--- src/rtl/fp_align_sign_pipe_pkg.sv ---
// Shared widths and record types for the floating-point adder datapath.
package fp_add_pkg;

  localparam int FP_EXP_W = 8;
  localparam int FP_MAN_W = 24;
  localparam int FP_GRS_W = 3;
  localparam int FP_W     = FP_MAN_W + FP_GRS_W;
  localparam int FP_OW    = FP_W + 2;

  // Unpacked operand as delivered by the unpacker (hidden bit explicit).
  typedef struct packed {
    logic                sign;
    logic [FP_EXP_W-1:0] exp;
    logic [FP_MAN_W-1:0] mant;
  } operand_t;

  // Aligned operand pair handed to the mantissa adder.
  typedef struct packed {
    logic [FP_OW-1:0]    op_l;
    logic [FP_OW-1:0]    op_s;
    logic [FP_EXP_W-1:0] exp;
    logic                sign;
    logic                eff_sub;
  } aligned_t;

endpackage

--- src/rtl/fp_align_sign_pipe_if.sv ---
// Operand-in / aligned-pair-out handshake bundle for the alignment stage.
interface fp_align_sign_pipe_if
  import fp_add_pkg::*;
#(
  parameter int EXP_W = FP_EXP_W,
  parameter int MAN_W = FP_MAN_W,
  parameter int GRS_W = FP_GRS_W
);
  localparam int OW = MAN_W + GRS_W + 2;

  logic             in_valid;
  logic             in_ready;
  logic             op_sub;
  logic             sign_a;
  logic             sign_b;
  logic [EXP_W-1:0] exp_a;
  logic [EXP_W-1:0] exp_b;
  logic [MAN_W-1:0] mant_a;
  logic [MAN_W-1:0] mant_b;

  logic             out_valid;
  logic             out_ready;
  logic [OW-1:0]    op_l;
  logic [OW-1:0]    op_s;
  logic [EXP_W-1:0] exp_out;
  logic             sign_out;
  logic             eff_sub;

  // Producer/consumer side: drives operands and downstream ready.
  modport master (
    output in_valid, op_sub, sign_a, sign_b, exp_a, exp_b, mant_a, mant_b, out_ready,
    input  in_ready, out_valid, op_l, op_s, exp_out, sign_out, eff_sub
  );

  // Alignment stage side.
  modport slave (
    input  in_valid, op_sub, sign_a, sign_b, exp_a, exp_b, mant_a, mant_b, out_ready,
    output in_ready, out_valid, op_l, op_s, exp_out, sign_out, eff_sub
  );

endinterface

--- src/rtl/fp_align_sign_pipe_sticky_shifter.sv ---
// Combinational right shifter: bits shifted out are ORed into the LSB
// (sticky); shifts of W or more collapse to a lone sticky bit.
module fp_sticky_shifter #(
  parameter int W     = 27,
  parameter int EXP_W = 8
) (
  input  logic [W-1:0]     ext,
  input  logic [EXP_W-1:0] diff,
  output logic [W-1:0]     aligned
);

  logic [31:0]  diff32;
  logic [W-1:0] lost_mask;
  logic [W-1:0] shifted;
  logic         sticky;
  logic         saturate;

  assign diff32 = 32'(diff);

  // Bit gi of ext falls off the bottom when it sits below the shift amount.
  generate
    for (genvar gi = 0; gi < W; gi++) begin : g_mask
      assign lost_mask[gi] = (32'(gi) < diff32);
    end
  endgenerate

  assign saturate = (diff32 >= 32'(W));
  assign shifted  = ext >> diff;
  assign sticky   = |(ext & lost_mask);

  // Shifted value with sticky folded into the LSB, or saturated result.
  always_comb begin
    aligned = shifted | W'(sticky);
    if (saturate) begin
      aligned = {{(W-1){1'b0}}, |ext};
    end
  end

endmodule

--- src/rtl/fp_align_sign_pipe.sv ---
// Two-stage alignment / sign-conversion stage ahead of the mantissa adder.
// Stage 1 orders operands by magnitude; stage 2 aligns the smaller one and
// negates it for effective subtraction so the adder sum is never negative.
module fp_align_sign_pipe
  import fp_add_pkg::*;
#(
  parameter int EXP_W = FP_EXP_W,
  parameter int MAN_W = FP_MAN_W,
  parameter int GRS_W = FP_GRS_W
) (
  input  logic                clk,
  input  logic                rst_n,
  fp_align_sign_pipe_if.slave bus
);

  localparam int W  = MAN_W + GRS_W;
  localparam int OW = W + 2;

  // Handshake
  logic s2_adv;
  logic in_ready_int;
  logic accept;

  // Stage 1 ordering
  logic             sb;
  logic             a_less_b;
  logic [MAN_W-1:0] mant_l_next, mant_s_next;
  logic [EXP_W-1:0] exp_l_next, exp_s_next;
  logic             sign_l_next;

  logic             s1_valid_reg;
  logic [MAN_W-1:0] mant_l_reg, mant_s_reg;
  logic [EXP_W-1:0] exp_l_reg, diff_reg;
  logic             sign_l_reg, eff_sub_s1_reg;

  // Stage 2 alignment
  logic [W-1:0]     ext_s, aligned;
  logic [OW-1:0]    aligned_z, op_l_next, op_s_next;

  logic             out_valid_reg;
  logic [OW-1:0]    op_l_reg, op_s_reg;
  logic [EXP_W-1:0] exp_out_reg;
  logic             sign_out_reg, eff_sub_reg;

  assign s2_adv       = !out_valid_reg || bus.out_ready;
  assign in_ready_int = !s1_valid_reg || s2_adv;
  assign accept       = bus.in_valid && in_ready_int;

  // Equal magnitudes keep a as the larger operand.
  assign sb          = bus.sign_b ^ bus.op_sub;
  assign a_less_b    = (bus.exp_a < bus.exp_b) ||
                       ((bus.exp_a == bus.exp_b) && (bus.mant_a < bus.mant_b));
  assign mant_l_next = a_less_b ? bus.mant_b : bus.mant_a;
  assign mant_s_next = a_less_b ? bus.mant_a : bus.mant_b;
  assign exp_l_next  = a_less_b ? bus.exp_b  : bus.exp_a;
  assign exp_s_next  = a_less_b ? bus.exp_a  : bus.exp_b;
  assign sign_l_next = a_less_b ? sb         : bus.sign_a;

  // Stage 1 register: capture the ordered pair on accept, drain when s2 takes it.
  always_ff @(posedge clk or negedge rst_n) begin
    if (!rst_n) begin
      s1_valid_reg   <= 1'b0;
      mant_l_reg     <= '0;
      mant_s_reg     <= '0;
      exp_l_reg      <= '0;
      diff_reg       <= '0;
      sign_l_reg     <= 1'b0;
      eff_sub_s1_reg <= 1'b0;
    end else begin
      if (accept) begin
        s1_valid_reg   <= 1'b1;
        mant_l_reg     <= mant_l_next;
        mant_s_reg     <= mant_s_next;
        exp_l_reg      <= exp_l_next;
        diff_reg       <= exp_l_next - exp_s_next;
        sign_l_reg     <= sign_l_next;
        eff_sub_s1_reg <= bus.sign_a ^ sb;
      end else if (s2_adv) begin
        s1_valid_reg <= 1'b0;
      end
    end
  end

  assign ext_s = {mant_s_reg, {GRS_W{1'b0}}};

  fp_sticky_shifter #(
    .W     (W),
    .EXP_W (EXP_W)
  ) u_shifter (
    .ext     (ext_s),
    .diff    (diff_reg),
    .aligned (aligned)
  );

  assign aligned_z = {2'b00, aligned};
  assign op_s_next = eff_sub_s1_reg ? (~aligned_z + OW'(1)) : aligned_z;
  assign op_l_next = {2'b00, mant_l_reg, {GRS_W{1'b0}}};

  // Stage 2 register: load from s1 whenever the output slot is free or consumed.
  always_ff @(posedge clk or negedge rst_n) begin
    if (!rst_n) begin
      out_valid_reg <= 1'b0;
      op_l_reg      <= '0;
      op_s_reg      <= '0;
      exp_out_reg   <= '0;
      sign_out_reg  <= 1'b0;
      eff_sub_reg   <= 1'b0;
    end else if (s2_adv) begin
      out_valid_reg <= s1_valid_reg;
      if (s1_valid_reg) begin
        op_l_reg     <= op_l_next;
        op_s_reg     <= op_s_next;
        exp_out_reg  <= exp_l_reg;
        sign_out_reg <= sign_l_reg;
        eff_sub_reg  <= eff_sub_s1_reg;
      end
    end
  end

  assign bus.in_ready  = in_ready_int;
  assign bus.out_valid = out_valid_reg;
  assign bus.op_l      = op_l_reg;
  assign bus.op_s      = op_s_reg;
  assign bus.exp_out   = exp_out_reg;
  assign bus.sign_out  = sign_out_reg;
  assign bus.eff_sub   = eff_sub_reg;

endmodule

--- src/flat_wrapper.sv ---
// flat-port wrapper written by rule: the top's interface ports become plain ports
module fp_align_sign_pipe_flat import fp_add_pkg::*;
#(
  parameter int EXP_W = FP_EXP_W,
  parameter int MAN_W = FP_MAN_W,
  parameter int GRS_W = FP_GRS_W
)
  (clk, rst_n, bus_in_valid, bus_op_sub, bus_sign_a, bus_sign_b, bus_exp_a, bus_exp_b, bus_mant_a, bus_mant_b, bus_out_ready, bus_in_ready, bus_out_valid, bus_op_l, bus_op_s, bus_exp_out, bus_sign_out, bus_eff_sub);
  fp_align_sign_pipe_if #(.EXP_W(EXP_W), .MAN_W(MAN_W), .GRS_W(GRS_W)) bus_i ();
  input  logic clk;
  input  logic rst_n;
  input wire logic [$bits(bus_i.in_valid)-1:0] bus_in_valid;
  input wire logic [$bits(bus_i.op_sub)-1:0] bus_op_sub;
  input wire logic [$bits(bus_i.sign_a)-1:0] bus_sign_a;
  input wire logic [$bits(bus_i.sign_b)-1:0] bus_sign_b;
  input wire logic [$bits(bus_i.exp_a)-1:0] bus_exp_a;
  input wire logic [$bits(bus_i.exp_b)-1:0] bus_exp_b;
  input wire logic [$bits(bus_i.mant_a)-1:0] bus_mant_a;
  input wire logic [$bits(bus_i.mant_b)-1:0] bus_mant_b;
  input wire logic [$bits(bus_i.out_ready)-1:0] bus_out_ready;
  output wire logic [$bits(bus_i.in_ready)-1:0] bus_in_ready;
  output wire logic [$bits(bus_i.out_valid)-1:0] bus_out_valid;
  output wire logic [$bits(bus_i.op_l)-1:0] bus_op_l;
  output wire logic [$bits(bus_i.op_s)-1:0] bus_op_s;
  output wire logic [$bits(bus_i.exp_out)-1:0] bus_exp_out;
  output wire logic [$bits(bus_i.sign_out)-1:0] bus_sign_out;
  output wire logic [$bits(bus_i.eff_sub)-1:0] bus_eff_sub;
  assign bus_i.in_valid = bus_in_valid;
  assign bus_i.op_sub = bus_op_sub;
  assign bus_i.sign_a = bus_sign_a;
  assign bus_i.sign_b = bus_sign_b;
  assign bus_i.exp_a = bus_exp_a;
  assign bus_i.exp_b = bus_exp_b;
  assign bus_i.mant_a = bus_mant_a;
  assign bus_i.mant_b = bus_mant_b;
  assign bus_i.out_ready = bus_out_ready;
  assign bus_in_ready = bus_i.in_ready;
  assign bus_out_valid = bus_i.out_valid;
  assign bus_op_l = bus_i.op_l;
  assign bus_op_s = bus_i.op_s;
  assign bus_exp_out = bus_i.exp_out;
  assign bus_sign_out = bus_i.sign_out;
  assign bus_eff_sub = bus_i.eff_sub;
  fp_align_sign_pipe #(.EXP_W(EXP_W), .MAN_W(MAN_W), .GRS_W(GRS_W)) u_core (.clk(clk), .rst_n(rst_n), .bus(bus_i));
endmodule
--- config.mk ---
export PLATFORM = sky130hd
export DESIGN_NAME = fp_align_sign_pipe_flat
export DESIGN_NICKNAME = d
export VERILOG_FILES = /design/src/rtl/fp_align_sign_pipe_pkg.sv /design/src/rtl/fp_align_sign_pipe_if.sv /design/src/rtl/fp_align_sign_pipe_sticky_shifter.sv /design/src/rtl/fp_align_sign_pipe.sv /design/src/flat_wrapper.sv
export SDC_FILE = /design/constraint.sdc
export NUM_CORES = 1
export LEC_CHECK = 0
export CORE_MARGIN = 4
export CORE_UTILIZATION = 57
export CTS_CLUSTER_SIZE = 20
export DETAILED_ROUTE_END_ITERATION = 8
export DONT_BUFFER_PORTS = 1
export MAX_ROUTING_LAYER = met4
export PLACE_DENSITY_LB_ADDON = 0.05
export SYNTH_ARGS = -nofsm -noshare
export SYNTH_HDL_FRONTEND = slang
export SYNTH_SLANG_ARGS = --single-unit
--- constraint.sdc ---
create_clock -name clk -period 9.45 [get_ports clk]
set_input_delay 0.945 -clock clk [delete_from_list [all_inputs] [get_ports clk]]
set_output_delay 0.945 -clock clk [all_outputs]
set_load 0.01 [all_outputs]
# Word-level counts from Yosys, hierarchy flattened
# Index checks and enable logic that the tools add are counted.
[op_classes]
reduce_logical = 11
mux = 9
n_addsub = 2
bitwise_logic = 5
shifts = 1
eq_ne = 1
n_lt_le_gt_ge = 30
[ops]
columns = ["op", "count"]
rows = [
  ["$lt A5 B8 Y1 const A", 11],
  ["$lt A4 B8 Y1 const A", 8],
  ["$mux W24", 2],
  ["$lt A3 B8 Y1 const A", 4],
  ["$add A29 B1 Y29 const B", 1],
  ["$mux W29", 1],
  ["$not A27 Y29", 1],
  ["$and A27 B27 Y27", 1],
  ["$mux W27", 1],
  ["$or A27 B1 Y27", 1],
  ["$reduce_or A27 Y1", 1],
  ["$shr A27 B8 Y27", 1],
  ["$lt A24 B24 Y1", 1],
  ["$reduce_or A24 Y1", 1],
  ["$lt A1 B8 Y1 const A", 2],
  ["$lt A2 B8 Y1 const A", 2],
  ["$mux W8", 2],
  ["$eq A8 B8 Y1", 1],
  ["$ge A8 B5 Y1 const B", 1],
  ["$lt A8 B8 Y1", 1],
  ["$sub A8 B8 Y8", 1],
  ["$logic_or A1 B1 Y1", 3],
  ["$mux W1", 3],
  ["$logic_and A1 B1 Y1", 2],
  ["4 further kinds", 6],
]
[totals]
output_inout_bits = 70
input_bits = 71
register_bits = 131

# Depth between registers and ports, before layout
[depth]
word_depth = 8
ltp_mapped = 15
depth_no_buf = 12

# Modules after synthesis
# A second synthesis with hierarchy kept.
[hier_totals]
cells_unflattened = 1038
hier_area_um2 = 8969.9
[modules_own_cells]
columns = ["module", "area_per_inst_um2", "seq_area_each_um2", "instances", "cells_per_inst"]
rows = [
  ["fp_align_sign_pipe", 6901.6, 3278.1, 1, 724],
  ["fp_sticky_shifter", 2068.2, 0.0, 1, 314],
]

# Least setup slack after synthesis
# Ideal clock, no wire load.
[synth_path]
path_type = "input to register"
startpoint = "input port bus_mant_b[23]"
endpoint = "register u_core.diff_reg[5]"
arrival_ns = 3.891
setup_slack_ns = 5.468
stages = 12
n_path_buf = 0
path_cell_list = "inv_1 ha_1 nand4_1 or4_1 or3_1 o22a_1 a211oi_1 a22oi_1 nor2b_1 o311ai_0 or3b_2 o221ai_1"
[synth_between]
elab_chain_len = 5
[synth_lines]
columns = ["element", "line", "text"]
rows = [
  ["start: declaration", "flat_wrapper.sv:19", "input wire logic [$bits(bus_i.mant_b)-1:0] bus_mant_b;"],
  ["$lt A24 B24 Y1 (*)", "fp_align_sign_pipe.sv:52", "((bus.exp_a == bus.exp_b) && (bus.mant_a < bus.mant_b));"],
  ["$logic_and A1 B1 Y1 (*)", "fp_align_sign_pipe.sv:52", ""],
  ["$logic_or A1 B1 Y1 (*)", "fp_align_sign_pipe.sv:51", "assign a_less_b = (bus.exp_a < bus.exp_b) ||"],
  ["$mux W8, on equally long branches", "fp_align_sign_pipe.sv:55, fp_align_sign_pipe.sv:56", ""],
  ["$sub A8 B8 Y8 (*)", "fp_align_sign_pipe.sv:75", "diff_reg <= exp_l_next - exp_s_next;"],
  ["end signal: assignment", "fp_align_sign_pipe.sv:75", ""],
  ["end: declaration", "fp_align_sign_pipe.sv:33", "logic [EXP_W-1:0] exp_l_reg, diff_reg;"],
]
# Every way passes the cells marked *; elsewhere a longest branch is shown, timed or not.
# A chain may end at the register's enable or synchronous reset.

# Worst setup path after layout
[layout_path]
startpoint = "register u_core.diff_reg[2]"
endpoint = "register u_core.op_s_reg[25] (netlist: u_core.bus.op_s[25])"
[layout_between]
elab_chain_len = 8
[layout_lines]
columns = ["element", "line", "text"]
rows = [
  ["$lt A1 B8 Y1 (tied with other cells)", "fp_align_sign_pipe_sticky_shifter.sv:23", "assign lost_mask[gi] = (32'(gi) < diff32);"],
  ["$and A27 B27 Y27", "fp_align_sign_pipe_sticky_shifter.sv:29", "assign sticky = |(ext & lost_mask);"],
  ["$reduce_or A27 Y1", "fp_align_sign_pipe_sticky_shifter.sv:29", ""],
  ["$or A27 B1 Y27", "fp_align_sign_pipe_sticky_shifter.sv:33", "aligned = shifted | W'(sticky);"],
  ["$mux W27 (*)", "fp_align_sign_pipe_sticky_shifter.sv:34", "if (saturate) begin"],
  ["$not A27 Y29", "fp_align_sign_pipe.sv:96", "assign op_s_next = eff_sub_s1_reg ? (~aligned_z + OW'(1)) : aligned_z;"],
  ["$add A29 B1 Y29", "fp_align_sign_pipe.sv:96", ""],
  ["$mux W29 (*)", "fp_align_sign_pipe.sv:96", ""],
  ["end signal: assignment", "fp_align_sign_pipe.sv:112", "op_s_reg <= op_s_next;"],
  ["end: declaration", "fp_align_sign_pipe.sv:41", "logic [OW-1:0] op_l_reg, op_s_reg;"],
]
# Marks and branches as above.

==> results.py <==
metrics = {
    "synth": {
        "ys_top_cells_by_count": "nand2_1 (263), dfrtp_1 (131), o21ai_0 (94)",
        "synthCells": 1133,
        "synth-edff-count": 0,
        "synth_warnings": 0,
        "yosysSeqAreaShare": 0.357,
        "synth_fa_ha_area_frac": 0.0436,
        "synth_top_family_by_area": "simple AND/OR/NAND/NOR gates",
        "synth-compound-area-share": 0.214,
        "synthSimpleGateAreaFrac": 0.222,
        "synth-xor-area-share": 0.0267,
        "syn_area_um2": 9180,
        "yosys.area.top_type_share": 0.357,
        "synth_mux_area_frac": 0.0761,
        "synth.most_common_cell": "nand2_1",
        "synth_area_per_cell_um2": 8.10,
        "synth_top_area_cell": "dfrtp_1",
        "synthFlopType": "dfrtp_1",
        "async_flop_share": 1.00,
        "synth_seq_cells": 131,
        "synthTopCellsByArea": "dfrtp_1 (36%), nand2_1 (11%), mux2i_1 (5.2%), o21ai_0 (5.1%), ha_1 (4.4%)",
        "yosysUniqueCellTypes": 87,
    },
    "worst_setup_path": {
        "r2r_setup_slack_ns": 4.69,
        "arrival_ns": 5.12,
        "start_kind": "flop",
        "path_class": "reg -> reg",
        "critPathCaptureType": "flop",
        "crit_path_max_fanout": 19,
        "worstPathRequired_ns": 9.82,
    },
    "clocking": {
        "cts_hold_buf": 0,
        "numCtsBuffers": 17,
        "ctsResizeCount": 0,
        "clock_latency_ns": 0.43,
        "cts_sinks": 131,
        "cts_setup_buffers": 0,
        "path_clk_slew_ns": 0.07,
        "htree_levels": 4,
        "cts_tree": "built",
        "clockBufferDepth": 2,
        "root_buffer": "clkbuf_16",
    },
    "sta": {
        "finalCriticalPeriod_ns": 4.76,
        "setup_viol": 0,
        "slew_violations": 0,
        "max-slew-margin-rel": 0.288,
        "worst_pin_slew_ns": 1.06,
        "max_freq_mhz": 210,
        "final_hold_viol_count": 0,
        "grt_setup_unrepaired": "no",
        "tns_ns": 0,
        "setup_ws_ns": 4.69,
        "post-route-period-util": 0.503,
        "skew_ns": 0.00930,
    },
    "drt": {
        "drtIter0Drc": 643,
        "detail_route.wl_per_cell_um": 19.0,
        "drc": 0,
        "routed_via_density": 6.13,
        "drtPass1Iterations": 6,
        "drt-total-wl_um": 24800,
        "ant_nets": 0,
        "via_count": 8015,
    },
    "die": {
        "coreArea_um2": 15800,
        "die_area_um2": 18200,
        "die_w_um": 135,
        "dieHeight_um": 135,
        "pin_count": 141,
        "rows": 46,
        "initial_core_util": 0.580,
    },
    "pwr": {
        "power_density_nw_per_um2": 224,
        "ir_drop_uv": 129,
        "p_leak_nw": 4.34,
        "power_switching_uw": 868,
        "switching_share": 0.398,
        "internal_power_mw": 1.31,
        "comb_power_share": 0.297,
        "seqPwrFrac": 0.400,
        "clkPwrFrac": 0.303,
    },
    "placement": {
        "place_area_um2": 9140,
        "gp_congestion": 0.983,
        "portBuffers": 0,
        "dp_hpwl_um": 17800,
        "dp_slack_ns": 4.55,
        "dp_cells": 1276,
    },
    "cells_and_area": {
        "nFillCells": 1444,
        "stdcell_count": 1308,
        "n_antenna_cell": 0,
        "area_growth_pct": 5.93,
        "drive_gt1_frac": 0.0723,
        "fin_nets": 1182,
        "largest_reg_flops": 29,
        "fin_area_um2": 9720,
    },
    "global_routing": {
        "grt_pass1_wl_um": 39700,
        "grt_pass1_vias": 7509,
        "antenna_found_initial": 0,
        "gr-total-overflow": 0,
        "gr-usage-all-layers": 0.280,
        "grt_max_degree": 132,
    },
    "hold_path": {
        "hold_class": "in -> async",
    },
    "outcome": {
        "run_status": "complete, no violations",
    },
    "flow_run": {
        "max_cap_viol_count": 0,
    },
}
==> path summary, 6_finish.rpt <==
check | startpoint | cells past startpoint | to
min reg2reg | u_core.exp_l_reg[6] | 2 | u_core.bus.exp_out[6]
min in group clk | u_core.exp_l_reg[6] | 2 | u_core.bus.exp_out[6]
min | rst_n | 0 | u_core.bus.op_s[18]
max in group asynchronous | rst_n | 0 | u_core.diff_reg[1]
max reg2reg | u_core.diff_reg[2] | 11 | u_core.bus.op_s[25]
max | u_core.diff_reg[2] | 11 | u_core.bus.op_s[25]
==> metrics by stage <==
step,total power [mW],hold slack (ns),utilization
after floorplan,1.36,0.439,-
after global placement,1.51,0.448,0.577
after detailed placement,1.52,0.451,0.577
after CTS,2.18,0.191,0.614
after global routing,2.30,0.188,0.614
final,2.18,0.204,0.614
==> layout make-up <==
class	instances	area, um2	share of cell area
well taps	216	270	0.0278
clock inverters	15	160	0.0165
flip-flops and latches	131	3280	0.337
multi-input cells	881	5380	0.553
clock buffers	17	425	0.0437
inverters	40	150	0.0154
repair buffers	8	60.1	0.00618
==> per-layer routing <==
layer,track usage,vias up,share of wire
li1,-,3930,-
met3,0.0633,51,0.066
met2,0.431,266,0.46
met1,0.375,3768,0.45
met5,-,-,0
met4,0.0775,0,0.021
==> power groups by stage <==
stage	combinational (mW)	sequential [mW]	clock, mW
after floorplan	0.561	0.800	0
after global placement	0.637	0.877	0
after detailed placement	0.636	0.881	0
after CTS	0.639	0.871	0.670
after global routing	0.718	0.890	0.693
final	0.647	0.872	0.661
==> worst max-delay path, stage by stage, from the launching register on <==
cell,delay (ns)
dfrtp_1,0.68
buf_4,0.33
or3_1,0.51
o22ai_1,0.29
mux2_2,0.35
a2111oi_2,0.36
a41oi_1,0.25
or4b_1,0.67
or3_4,0.42
or3b_4,0.39
o41ai_2,0.27
a221o_1,0.16
==> cells in the final DEF, fill, tap and decap left out, types with 6 or more instances in the layout <==
| cell type | Yosys | routed |
|---|---|---|
| nand2_1 | 263 | 261 |
| dfrtp_1 | 131 | 129 |
| o21ai_0 | 94 | 94 |
| nor2_1 | 76 | 76 |
| mux2i_1 | 48 | 48 |
| inv_1 | 40 | 40 |
| a31oi_1 | 39 | 39 |
| a21oi_1 | 38 | 37 |
| ha_1 | 32 | 32 |
| nor3_1 | 18 | 18 |
| o22ai_1 | 18 | 18 |
| clkbuf_16 | 0 | 17 |
| nand3_1 | 16 | 16 |
| xnor2_1 | 16 | 16 |
| nand2b_1 | 13 | 13 |
| xor2_1 | 12 | 12 |
| a211oi_1 | 9 | 9 |
| o221ai_1 | 9 | 9 |
| a21o_1 | 9 | 9 |
| o211ai_1 | 8 | 8 |
| inv_6 | 0 | 8 |
| buf_4 | 7 | 8 |
| mux2_2 | 7 | 7 |
| nor4_1 | 7 | 7 |
| or4_1 | 7 | 7 |
| nor2b_1 | 6 | 6 |
| or3_1 | 6 | 6 |
| nand4_1 | 6 | 6 |
==> cells by family after synthesis <==
family	Yosys count
compound gates	300
xor+xnor	28
fa+ha+maj	32
buf+inv	125
flops	131
mux	62
other cells	1
simple gates	454
Note: power is estimated with default switching activity, not from simulation.
